**src/rtl/execute_forwarding_history.sv**
```systemverilog
// rtl/execute_forwarding_history.sv - execute-stage multi-entry writeback forwarding store with SPR forwarding register
module execute_forwarding_history #(
  parameter int DEPTH    = 4,
  parameter int DATA_W   = 32,
  parameter int DEST_W   = 5,
  parameter int RD_PORTS = 2,
  localparam int CNT_W   = $clog2(DEPTH + 1)
) (
  input  logic                         iCLOCK,
  input  logic                         inRESET,
  input  logic                         iRESET_SYNC,
  input  logic                         iFLUSH,
  input  logic                         iWB_GR_VALID,
  input  logic [DATA_W-1:0]            iWB_GR_DATA,
  input  logic [DEST_W-1:0]            iWB_GR_DEST,
  input  logic                         iWB_GR_DEST_SYSREG,
  input  logic [RD_PORTS*DEST_W-1:0]   iLK_DEST,
  input  logic [RD_PORTS-1:0]          iLK_SYSREG,
  output logic [RD_PORTS-1:0]          oLK_HIT,
  output logic [RD_PORTS*DATA_W-1:0]   oLK_DATA,
  output logic [CNT_W-1:0]             oFDR_GR_COUNT,
  input  logic                         iWB_SPR_VALID,
  input  logic [31:0]                  iWB_SPR_DATA,
  input  logic                         iWB_AUTO_SPR_VALID,
  input  logic [31:0]                  iWB_AUTO_SPR_DATA,
  input  logic [31:0]                  iCUUR_SPR_DATA,
  output logic                         oFDR_SPR_VALID,
  output logic [31:0]                  oFDR_SPR_DATA
);

  // History entries; index 0 always holds the youngest writeback.
  logic              ent_valid  [DEPTH];
  logic [DATA_W-1:0] ent_data   [DEPTH];
  logic [DEST_W-1:0] ent_dest   [DEPTH];
  logic              ent_sysreg [DEPTH];
  logic [CNT_W-1:0]  gr_count;

  logic              spr_valid;
  logic [31:0]       spr_data;

  // Age-ordered shift register: flush only drops validity, a write pushes a new youngest entry.
  always_ff @(posedge iCLOCK or negedge inRESET) begin
    if (!inRESET) begin
      for (int k = 0; k < DEPTH; k++) begin
        ent_valid[k]  <= 1'b0;
        ent_data[k]   <= '0;
        ent_dest[k]   <= '0;
        ent_sysreg[k] <= 1'b0;
      end
      gr_count <= '0;
    end else if (iRESET_SYNC) begin
      for (int k = 0; k < DEPTH; k++) begin
        ent_valid[k]  <= 1'b0;
        ent_data[k]   <= '0;
        ent_dest[k]   <= '0;
        ent_sysreg[k] <= 1'b0;
      end
      gr_count <= '0;
    end else if (iFLUSH) begin
      // Data fields are left stale; with valid cleared they can never match.
      for (int k = 0; k < DEPTH; k++) begin
        ent_valid[k] <= 1'b0;
      end
      gr_count <= '0;
    end else if (iWB_GR_VALID) begin
      for (int k = DEPTH - 1; k > 0; k--) begin
        ent_valid[k]  <= ent_valid[k-1];
        ent_data[k]   <= ent_data[k-1];
        ent_dest[k]   <= ent_dest[k-1];
        ent_sysreg[k] <= ent_sysreg[k-1];
      end
      ent_valid[0]  <= 1'b1;
      ent_data[0]   <= iWB_GR_DATA;
      ent_dest[0]   <= iWB_GR_DEST;
      ent_sysreg[0] <= iWB_GR_DEST_SYSREG;
      if (gr_count != CNT_W'(DEPTH)) begin
        gr_count <= gr_count + CNT_W'(1);
      end
    end
  end

  // Per-port lookup over registered entries; scanning oldest to youngest lets the youngest match win.
  always_comb begin
    oLK_HIT  = '0;
    oLK_DATA = '0;
    for (int p = 0; p < RD_PORTS; p++) begin
      for (int k = DEPTH - 1; k >= 0; k--) begin
        if (ent_valid[k] &&
            (ent_dest[k] == iLK_DEST[p*DEST_W +: DEST_W]) &&
            (ent_sysreg[k] == iLK_SYSREG[p])) begin
          oLK_HIT[p]                    = 1'b1;
          oLK_DATA[p*DATA_W +: DATA_W]  = ent_data[k];
        end
      end
    end
  end

  // SPR forwarding value: explicit writeback beats auto update, otherwise track the architectural value.
  always_ff @(posedge iCLOCK or negedge inRESET) begin
    if (!inRESET) begin
      spr_valid <= 1'b0;
      spr_data  <= '0;
    end else if (iRESET_SYNC) begin
      spr_valid <= 1'b0;
      spr_data  <= '0;
    end else if (iWB_SPR_VALID) begin
      spr_valid <= 1'b1;
      spr_data  <= iWB_SPR_DATA;
    end else if (iWB_AUTO_SPR_VALID) begin
      spr_valid <= 1'b1;
      spr_data  <= iWB_AUTO_SPR_DATA;
    end else begin
      spr_valid <= 1'b1;
      spr_data  <= iCUUR_SPR_DATA;
    end
  end

  assign oFDR_GR_COUNT  = gr_count;
  assign oFDR_SPR_VALID = spr_valid;
  assign oFDR_SPR_DATA  = spr_data;

endmodule

```
**config.mk**
```make
export PLATFORM = sky130hd
export DESIGN_NAME = execute_forwarding_history
export DESIGN_NICKNAME = d
export VERILOG_FILES = /design/src/rtl/execute_forwarding_history.sv
export SDC_FILE = /design/constraint.sdc
export NUM_CORES = 1
export LEC_CHECK = 0
export ABC_AREA = 1
export CAP_MARGIN = 10
export CORE_MARGIN = 10
export CORE_UTILIZATION = 45
export CTS_CLUSTER_DIAMETER = 80
export DETAILED_ROUTE_END_ITERATION = 8
export GPL_TIMING_DRIVEN = 0
export MAX_ROUTING_LAYER = met4
export PLACE_DENSITY = 0.73
export SETUP_SLACK_MARGIN = 0.1
export SLEW_MARGIN = 20
export SYNTH_ARGS = -nofsm -noshare
export SYNTH_HDL_FRONTEND = slang
export SYNTH_SLANG_ARGS = --single-unit
```
**constraint.sdc**
```tcl
create_clock -name iCLOCK -period 3.8 [get_ports iCLOCK]
set_input_delay 0.76 -clock iCLOCK [delete_from_list [all_inputs] [get_ports iCLOCK]]
set_output_delay 0.76 -clock iCLOCK [all_outputs]
set_load 0.005 [all_outputs]
```
==> impl_metrics.yaml <==
timing:
  finalCriticalPeriod_ns: 3.64
  fmax_mhz: 275
  setup_viol: 0
  holdWs_ns: 0.184
  report.final.slew_viol_count: 0
  period_share: 0.957
  max-slew-margin-rel: 0.363
  worst_slew_pin_slew_ns: 0.952
  rsz0062_at_grt: "true"
  hold_violations: 0
  skew_ns: 0.00769
critical_path:
  max_stage_delay_ns: 0.55
  required_ns: 3.04
  cp-start-kind: "primary input"
  slowest_stage: "clkdlybuf4s50_1"
  crit_chain: "clkdlybuf4s15_1, inv_2, nand2_1, nand2_1, nor2_2, nand2_1, nor2_4, buf_6, a21oi_1, a21oi_1, clkdlybuf4s50_1"
  cp_common_cell: "nand2_1"
  crit_buf_inv: 4
  cp_top_family: "buffers and inverters"
  crit_arrival_ns: 2.88
  path_max_fanout: 10
  path_class: "in -> out"
  endpoint_kind: "output port"
placed_design:
  io_buffers: 251
  place_congestion: 0.933
  dpl_cell_area_um2: 14300
  place_hpwl_um: 30000
drt:
  num_vias: 11645
  drt-initial-drc-count: 1136
  routedWlPerCell_um: 18.4
  drc_errors: 0
  firstDrtPassIters: 5
  drt-total-wl_um: 40700
  drtAntennaViolNets: 0
  routed_via_density: 5.26
synthesis:
  syn_nets: 1746
  yosysUniqueCellTypes: 27
  avgSynthCellArea_um2: 7.11
  synth-seq-cells: 192
  ys_warn_count: 0
  ys_seq_area_frac: 0.425
  syn_inst: 1591
  syn_area_um2: 11300
flow_run:
  maxCapViolCount: 0
cells_and_area:
  layout.nets: 2032
  layout_commonest_cell: "nand2_1"
  drive_above_1_share: 0.119
  fillerInstances: 2251
  stdcell_area_um2: 15200
  multiInputGateArea_um2: 5000
  seqCellArea_um2: 4800
  final_cell_mix: "nand2_1 (402), inv_1 (297), clkdlybuf4s50_1 (237), dfrtp_1 (192), a21oi_1 (126)"
  area_growth_pct: 34.5
clock_tree:
  clk-insertion-delay-late_ns: 0.44
  cts_root_buf: "clkbuf_16"
  clock_path_buffers: 2
  cts_max_level: 4
  clkSinkCount: 192
  hold_buffers: 0
  path_clk_slew_ns: 0.08
  numCtsBuffers: 17
  cts_tree: "built"
die:
  initial_utilization: 0.461
  die_h_um: 179
  core_region_area_um2: 24500
  rows: 57
  io_pins: 255
  die_x_um: 179
  die-area_um2: 31900
power:
  peakVddDrop_mv: 0.224
  p_per_area_nw_per_um2: 306
  power.leakage_uw: 0.00727
global_routing:
  grt_overflow: 0
  grt_pass1_vias: 11738
  grt_max_degree: 77
  antenna_found_initial: 1
  grt_pass1_wl_um: 63500
  grtUsageTotal: 0.261
run_status:
  status: "finished clean"
worst_hold_path:
  min_path_type: "in -> async"
[Yosys cell counts (all sizes together)]
cell    instances  area [µm²]
inv           310        1160
xor2            1        8.76
o22ai         110         688
xnor2           2        17.5
nor2           95         382
ha              2        25.0
nand4           1        6.26
a21oi         161         915
o211ai          1        7.51
o21ai          94         470
a31oi           1        6.26
clkbuf         33         124
buf            62         354
nand3          90         455
nor3            1        10.0
dfrtp         192        4800
mux2           32         360
nand2         403        1510
[what timing repair did]
item | in CTS | in global routing
pin swaps | 6 | 4
gates resized for setup | 52 | 44
setup buffers | 6 | 6
cloned | 1 | 1
endpoints found under the setup margin | 66 | 64
[area by class of cell]
cell class                 instances  share of cell area
clock inverter                    14              0.0130
buffer                            95              0.0357
antenna                            1            0.000164
multi-input combinational        995               0.328
timing repair buffer             266               0.176
sequential                       192               0.316
tap                              324              0.0266
inverter                         310              0.0765
clock buffer                      18              0.0282
[kinds of logic (layout without fill, tap and decap cells)]
group                    after synthesis  count (layout)  share of synthesized area
multiplexers                          32              32                     0.0319
XOR/XNOR                               3               3                    0.00232
other                                  0               1                          0
buffers and inverters                405             703                      0.145
AND/OR/NAND/NOR                      590             591                      0.209
AO/OA/AOI/OAI                        367             367                      0.185
flip-flops                           192             192                      0.425
adder cells (fa/ha/maj)                2               2                    0.00221
[sequential cells by signal, summed over array words and instances, names as in the netlist]
| register | flops |
|---|---|
| ent_data | 128 |
| ent_dest | 20 |
| ent_sysreg | 4 |
| ent_valid | 4 |
| oFDR_GR_COUNT | 3 |
| oFDR_SPR_DATA | 32 |
| oFDR_SPR_VALID | 1 |
[worst paths after layout]
check | startpoint | to | slack, ns | cells past startpoint
setup / recovery | iLK_DEST[9] | oLK_DATA[58] | 0.16 | 11
hold / removal | inRESET | ent_data[100] | 0.18 | 1
setup reg to reg | oFDR_GR_COUNT[0] | oFDR_GR_COUNT[2] | 2.55 | 7
hold reg to reg | oFDR_GR_COUNT[2] | oFDR_GR_COUNT[2] | 0.51 | 1
max in group asynchronous | inRESET | oFDR_SPR_DATA[18] | 2.55 | 3
min in group iCLOCK | oFDR_GR_COUNT[2] | oFDR_GR_COUNT[2] | 0.51 | 1
[layer usage]
| metal | wire length, µm | track usage | share of wire |
|---|---|---|---|
| met5 | 0 | - | 0 |
| met3 | 3640 | 0.0664 | 0.090 |
| met2 | 19500 | 0.419 | 0.48 |
| met4 | 1360 | 0.110 | 0.034 |
| met1 | 16200 | 0.307 | 0.40 |
[power by group]
part / total, µW / internal, µW / switching (µW)
combinational: 598 / 283 / 314
clock: 1930 / 1060 / 867
sequential: 2130 / 2100 / 31.9
[through the flow]
step | setup slack [ns] | setup TNS [ns] | instances | power [µW] | util
finish | 0.163 | 0 | 2215 | 4660 | 0.620
global route | 0.0386 | 0 | 2215 | 4830 | 0.620
CTS | 0.102 | 0 | 2207 | 4670 | 0.616
detailed placement | -0.527 | -19.08 | 2168 | 2760 | 0.582
global placement | -6.24 | -1213.58 | 2166 | 2750 | 0.580
floorplan | 1.33 | 0 | 1591 | 2380 | -
Power figures use the tool's default switching activity.
